--- config.mk ---
export PLATFORM = sky130hd
export DESIGN_NAME = uart_rx
export DESIGN_NICKNAME = d
export VERILOG_FILES = /design/src/rtl/uart_rx.sv
export SDC_FILE = /design/constraint.sdc
export NUM_CORES = 1
export LEC_CHECK = 0
export BUFFER_PORTS_ARGS = -buffer_cell sky130_fd_sc_hd__clkbuf_2
export CORE_MARGIN = 3
export CORE_UTILIZATION = 52
export CTS_CLUSTER_DIAMETER = 40
export CTS_CLUSTER_SIZE = 8
export DETAILED_ROUTE_END_ITERATION = 8
export HOLD_SLACK_MARGIN = 0.03
export PLACE_DENSITY = 0.78
export SYNTH_ARGS = -nofsm -noshare
export SYNTH_HDL_FRONTEND = slang
export SYNTH_SLANG_ARGS = --single-unit
export TNS_END_PERCENT = 20
--- constraint.sdc ---
create_clock -name clk -period 1.7 [get_ports clk]
set_input_delay 0.34 -clock clk [delete_from_list [all_inputs] [get_ports clk]]
set_output_delay 0.34 -clock clk [all_outputs]
set_load 0.005 [all_outputs]
--- src/rtl/uart_rx.sv ---
`default_nettype none
// ============================================================================
// Module   : uart_rx
// Brief    : 16x-oversampled UART receiver, LSB-first, mid-bit sampling,
//            stop-bit error flag. Optional parity via UART_RX_PARITY_EN.
// Revision : 1.0 - initial release
// ============================================================================
module uart_rx #(
    parameter int DBIT    = 8,
    parameter int SB_TICK = 16
`ifdef UART_RX_PARITY_EN
    ,
    parameter bit PAR_ODD = 1'b0
`endif
) (
    input  logic       clk,
    input  logic       reset,
    input  logic       s_tick,
    input  logic       rx,
    output logic [7:0] dout,
    output logic       rx_done_tick,
    output logic       frame_err
`ifdef UART_RX_PARITY_EN
    ,
    output logic       parity_err
`endif
);

    localparam logic [2:0] c_IDLE   = 3'd0;
    localparam logic [2:0] c_START  = 3'd1;
    localparam logic [2:0] c_DATA   = 3'd2;
    localparam logic [2:0] c_STOP   = 3'd4;
`ifdef UART_RX_PARITY_EN
    localparam logic [2:0] c_PARITY = 3'd3;
`endif
    localparam logic [4:0] c_S_MID   = 5'd7;
    localparam logic [4:0] c_S_BIT   = 5'd15;
    localparam logic [4:0] c_S_STOP  = 5'(SB_TICK - 1);
    localparam logic [2:0] c_N_LAST  = 3'(DBIT - 1);
    localparam int         c_ALIGN   = 8 - DBIT;

    logic [1:0] r_sync;
    logic       w_rx_s;
    logic [2:0] r_state;
    logic [4:0] r_s;
    logic [2:0] r_n;
    logic [7:0] r_b;
    logic       r_wait_high;
`ifdef UART_RX_PARITY_EN
    logic       r_par_bit;
`endif

    // Synchronizer presets high so a reset never looks like a start edge.
    always_ff @(posedge clk or posedge reset) begin
        if (reset) r_sync <= 2'b11;
        else       r_sync <= {r_sync[0], rx};
    end

    assign w_rx_s = r_sync[1];

    always_ff @(posedge clk or posedge reset) begin
        if (reset) begin
            r_state      <= c_IDLE;
            r_s          <= 5'd0;
            r_n          <= 3'd0;
            r_b          <= 8'd0;
            r_wait_high  <= 1'b0;
            dout         <= 8'd0;
            rx_done_tick <= 1'b0;
            frame_err    <= 1'b0;
`ifdef UART_RX_PARITY_EN
            r_par_bit    <= 1'b0;
            parity_err   <= 1'b0;
`endif
        end else begin
            rx_done_tick <= 1'b0;
            case (r_state)
                c_IDLE: begin
                    // After a low stop bit (break) the line must go high
                    // before another falling edge can start a frame.
                    if (r_wait_high) begin
                        if (w_rx_s) r_wait_high <= 1'b0;
                    end else if (!w_rx_s) begin
                        r_state <= c_START;
                        r_s     <= 5'd0;
                    end
                end
                c_START: begin
                    if (s_tick) begin
                        if (r_s == c_S_MID) begin
                            if (!w_rx_s) begin
                                r_state <= c_DATA;
                                r_s     <= 5'd0;
                                r_n     <= 3'd0;
                            end else begin
                                r_state <= c_IDLE;
                            end
                        end else begin
                            r_s <= r_s + 5'd1;
                        end
                    end
                end
                c_DATA: begin
                    if (s_tick) begin
                        if (r_s == c_S_BIT) begin
                            r_s <= 5'd0;
                            r_b <= {w_rx_s, r_b[7:1]};
                            if (r_n == c_N_LAST) begin
`ifdef UART_RX_PARITY_EN
                                r_state <= c_PARITY;
`else
                                r_state <= c_STOP;
`endif
                            end else begin
                                r_n <= r_n + 3'd1;
                            end
                        end else begin
                            r_s <= r_s + 5'd1;
                        end
                    end
                end
`ifdef UART_RX_PARITY_EN
                c_PARITY: begin
                    if (s_tick) begin
                        if (r_s == c_S_BIT) begin
                            r_s       <= 5'd0;
                            r_par_bit <= w_rx_s;
                            r_state   <= c_STOP;
                        end else begin
                            r_s <= r_s + 5'd1;
                        end
                    end
                end
`endif
                c_STOP: begin
                    if (s_tick) begin
                        if (r_s == c_S_STOP) begin
                            dout         <= r_b >> c_ALIGN;
                            frame_err    <= ~w_rx_s;
                            rx_done_tick <= 1'b1;
                            r_wait_high  <= ~w_rx_s;
`ifdef UART_RX_PARITY_EN
                            parity_err   <= (^(r_b >> c_ALIGN)) ^ r_par_bit ^ PAR_ODD;
`endif
                            r_state      <= c_IDLE;
                        end else begin
                            r_s <= r_s + 5'd1;
                        end
                    end
                end
                default: r_state <= c_IDLE;
            endcase
        end
    end

endmodule
`default_nettype wire
==> metrics.yaml <==
routing:
  met2_length_mm: 1.74
  highest_layer: "met4"
  drt-pass1-iter-count: 4
  wl_met3_um: 80
  drc_errors: 0
  vias_per_cell: 5.69
  ant_nets: 0
  drt_iter0_drc: 70
  finalWirelength_mm: 3.45
  wire_per_inst_um: 15.4
  detailroute.via_count: 1280
  m1WireLength_mm: 1.55
clocking:
  ctsHoldBuffers: 0
  clockBufferDepth: 2
  cts_tree: "yes"
  clkLatencyLatePin_ps: 330
  cts_made_buffers: 5
  path_clk_slew_ps: 100
  cts_root_buffer: "clkbuf_4"
  clock_sinks: 32
  htree_num_levels: 2
placement:
  globalplace.congestion: 0.932
  dp_worst_setup_slack_ps: -45.7
  io_buffers: 13
  hpwl_mm: 2.51
  dp_cells: 215
synth:
  synth_area_leader_cell: "dfrtp_1"
  synth_top_family_by_area: "simple AND/OR/NAND/NOR gates"
  yosys.area.top_type_share_pct: 48.6
  synth.ff_latch_count: 32
  yosysSeqAreaShare_pct: 52.0
  synth_commonest_cells: "30 x dfrtp_1, 29 x nand2_1, 9 x mux2_2, 9 x nor2_1, 6 x inv_1"
  syn_nets: 158
  yosys.area_share.adder_pct: 3.24
  synth.avg_cell_area_um2: 10.3
  synth_compound_area_share_pct: 14.2
  yosysWarnings: 0
  synth.area.top_cells: "dfrtp_1 49%, nand2_1 7.0%, mux2_2 6.6%"
  synth-simple-area-share_pct: 19.2
  yosys-mux-area-fraction_pct: 7.85
  synth_async_sr_flop_share_pct: 100
  ys_types: 40
  syn_inst: 150
  synth_edf_count: 0
  synth_area_mm2: 0.00155
  synth_xor_area_share_pct: 0
  yosysMostFrequentCell: "dfrtp_1"
  synth_flop_cell: "dfrtp_1"
pwr:
  peakVddDrop_mv: 0.780
  power.density_mw_per_mm2: 1390
  p_total_mw: 2.73
  power_leakage_nw: 1.03
die:
  core_mm2: 0.00281
  io_pins: 14
  initial_core_util_pct: 55.1
  die_x_um: 60.5
  die_h_um: 60.5
  fp-row-count: 19
  die_area_mm2: 0.00366
cells_and_area:
  final_nets: 201
  fin_util_pct: 70.2
  final_layout_size_suffix_gt1_share_pct: 36.6
  diodes: 0
  area_growth_pct: 27.5
  fin_cells: 225
worst_setup_path:
  worstSetupPathType: "reg2reg"
  critPathSlowestCell: "dfrtp_1"
  cp-end-kind: "flip-flop"
  ff2ff_setup_slack_ps: -90
  critPathMaxStageDelay_ps: 410
  worstPathMaxFanout: 3
  critPathLaunchType: "flip-flop"
  crit_chain: "ha_4 -> and4b_2 -> nor2_2 -> o31a_1 -> a221o_1 -> a22o_1"
  arrival_ps: 2010
  required_ps: 1930
timing:
  period_minus_slack_ps: 1790
  setup_violations: 4
  fin_ws_ps: -88.0
  timing.hold.ws_ps: 59.7
  period_share_pct: 105
  fmax_mhz: 559
  tightest_slew_ps: 398
  maxSlewHeadroom_pct: 73.5
  hold_viol: 0
  clock-skew-final_ps: 9.57
  slew_violations: 0
  rsz0062_at_grt: "true"
status:
  outcome: "finished, violations left"
  failed_checks: "setup timing"
global_route:
  grt_overflow: 0
  grt_max_degree: 33
  grt_pass1_wl_mm: 5.62
  grt_util_all_layers_pct: 21.4
  grt_pass1_vias: 1212
  antenna_found_initial: 0
worst_hold_path:
  hold_path.class: "in2async"
flow_run:
  cap_violations: 0
==> final cells by class <==
type / instances / area (µm²)
clock buffers: 8 / 58.8
fillers: 225 / 835
inverters: 6 / 22.5
multi-input cells: 105 / 742
flip-flops and latches: 32 / 806
well taps: 31 / 38.8
repair buffers: 43 / 303
==> routing by layer <==
layer / track usage [%] / up-vias
met4: 10.2 / 0
met5: 0 / -
met2: 34.0 / 19
li1: - / 624
met3: 5.11 / 10
met1: 27.6 / 627
==> logic make-up after synthesis <==
family	count (synthesis)
AND/OR/NAND/NOR	60
buffers and inverters	13
adder cells (fa/ha/maj)	4
flip-flops	32
AO/OA/AOI/OAI	30
multiplexers	11
==> cells in the final DEF, fill, tap and decap left out, types with 3 or more instances in the layout <==
master,Yosys,routed
a21oi_1,5,5
clkbuf_4,0,5
o22ai_1,3,3
nor2_1,9,8
a22o_1,5,5
a31oi_1,3,3
nand2b_1,3,3
inv_1,6,5
clkbuf_2,0,13
nand2_1,29,29
nor3_1,3,3
ha_1,4,3
dfrtp_1,30,28
mux2_2,9,9
buf_4,1,29
==> flip-flops by register name, indices dropped and copies added, names as in the netlist <==
name,flops
dout,8
frame_err,1
r_s,5
r_sync,2
r_state,3
r_wait_high,1
r_b,8
rx_done_tick,1
r_n,3
==> final timing paths <==
check | startpoint | to | depth (start not counted)
worst min register to register | r_sync[0] | r_sync[1] | 0
worst max-delay path | r_s[0] | r_s[3] | 6
worst max register to register | r_s[0] | r_s[3] | 6
max in group asynchronous | reset | r_sync[0] | 3
worst min-delay path | reset | r_b[7] | 3
min in group clk | rx | r_sync[0] | 1
==> worst max-delay path, delay by kind of cell, from the launching register on <==
family	cells	cell delay (ps)
adders and majority gates	1	180
AOI/OAI and AO/OA	3	760
and+or+nand+nor	2	330
DFF	1	410
==> power by group <==
group / total, mW / leakage (nW) / internal [mW] / switching [mW]
logic: 1.28 / 0.570 / 0.666 / 0.610
registers: 1.01 / 0.430 / 0.886 / 0.123
clock network: 0.445 / 0.0326 / 0.204 / 0.241
==> metrics by stage <==
stage / area [µm²] / setup TNS [ps]
floorplan: 1560 / -76.9
global placement: 1850 / 0
detailed placement: 1850 / -45.7
CTS: 1920 / -64.1
global route: 1970 / -590
finish: 1970 / -167
==> timing repair <==
item,in CTS,in global routing
hold endpoints to repair,0,0
setup buffers,1,1
endpoints found under the setup margin,2,18
resized for setup,2,9
pin swaps,0,3
Note: power is estimated with default switching activity, not from simulation.
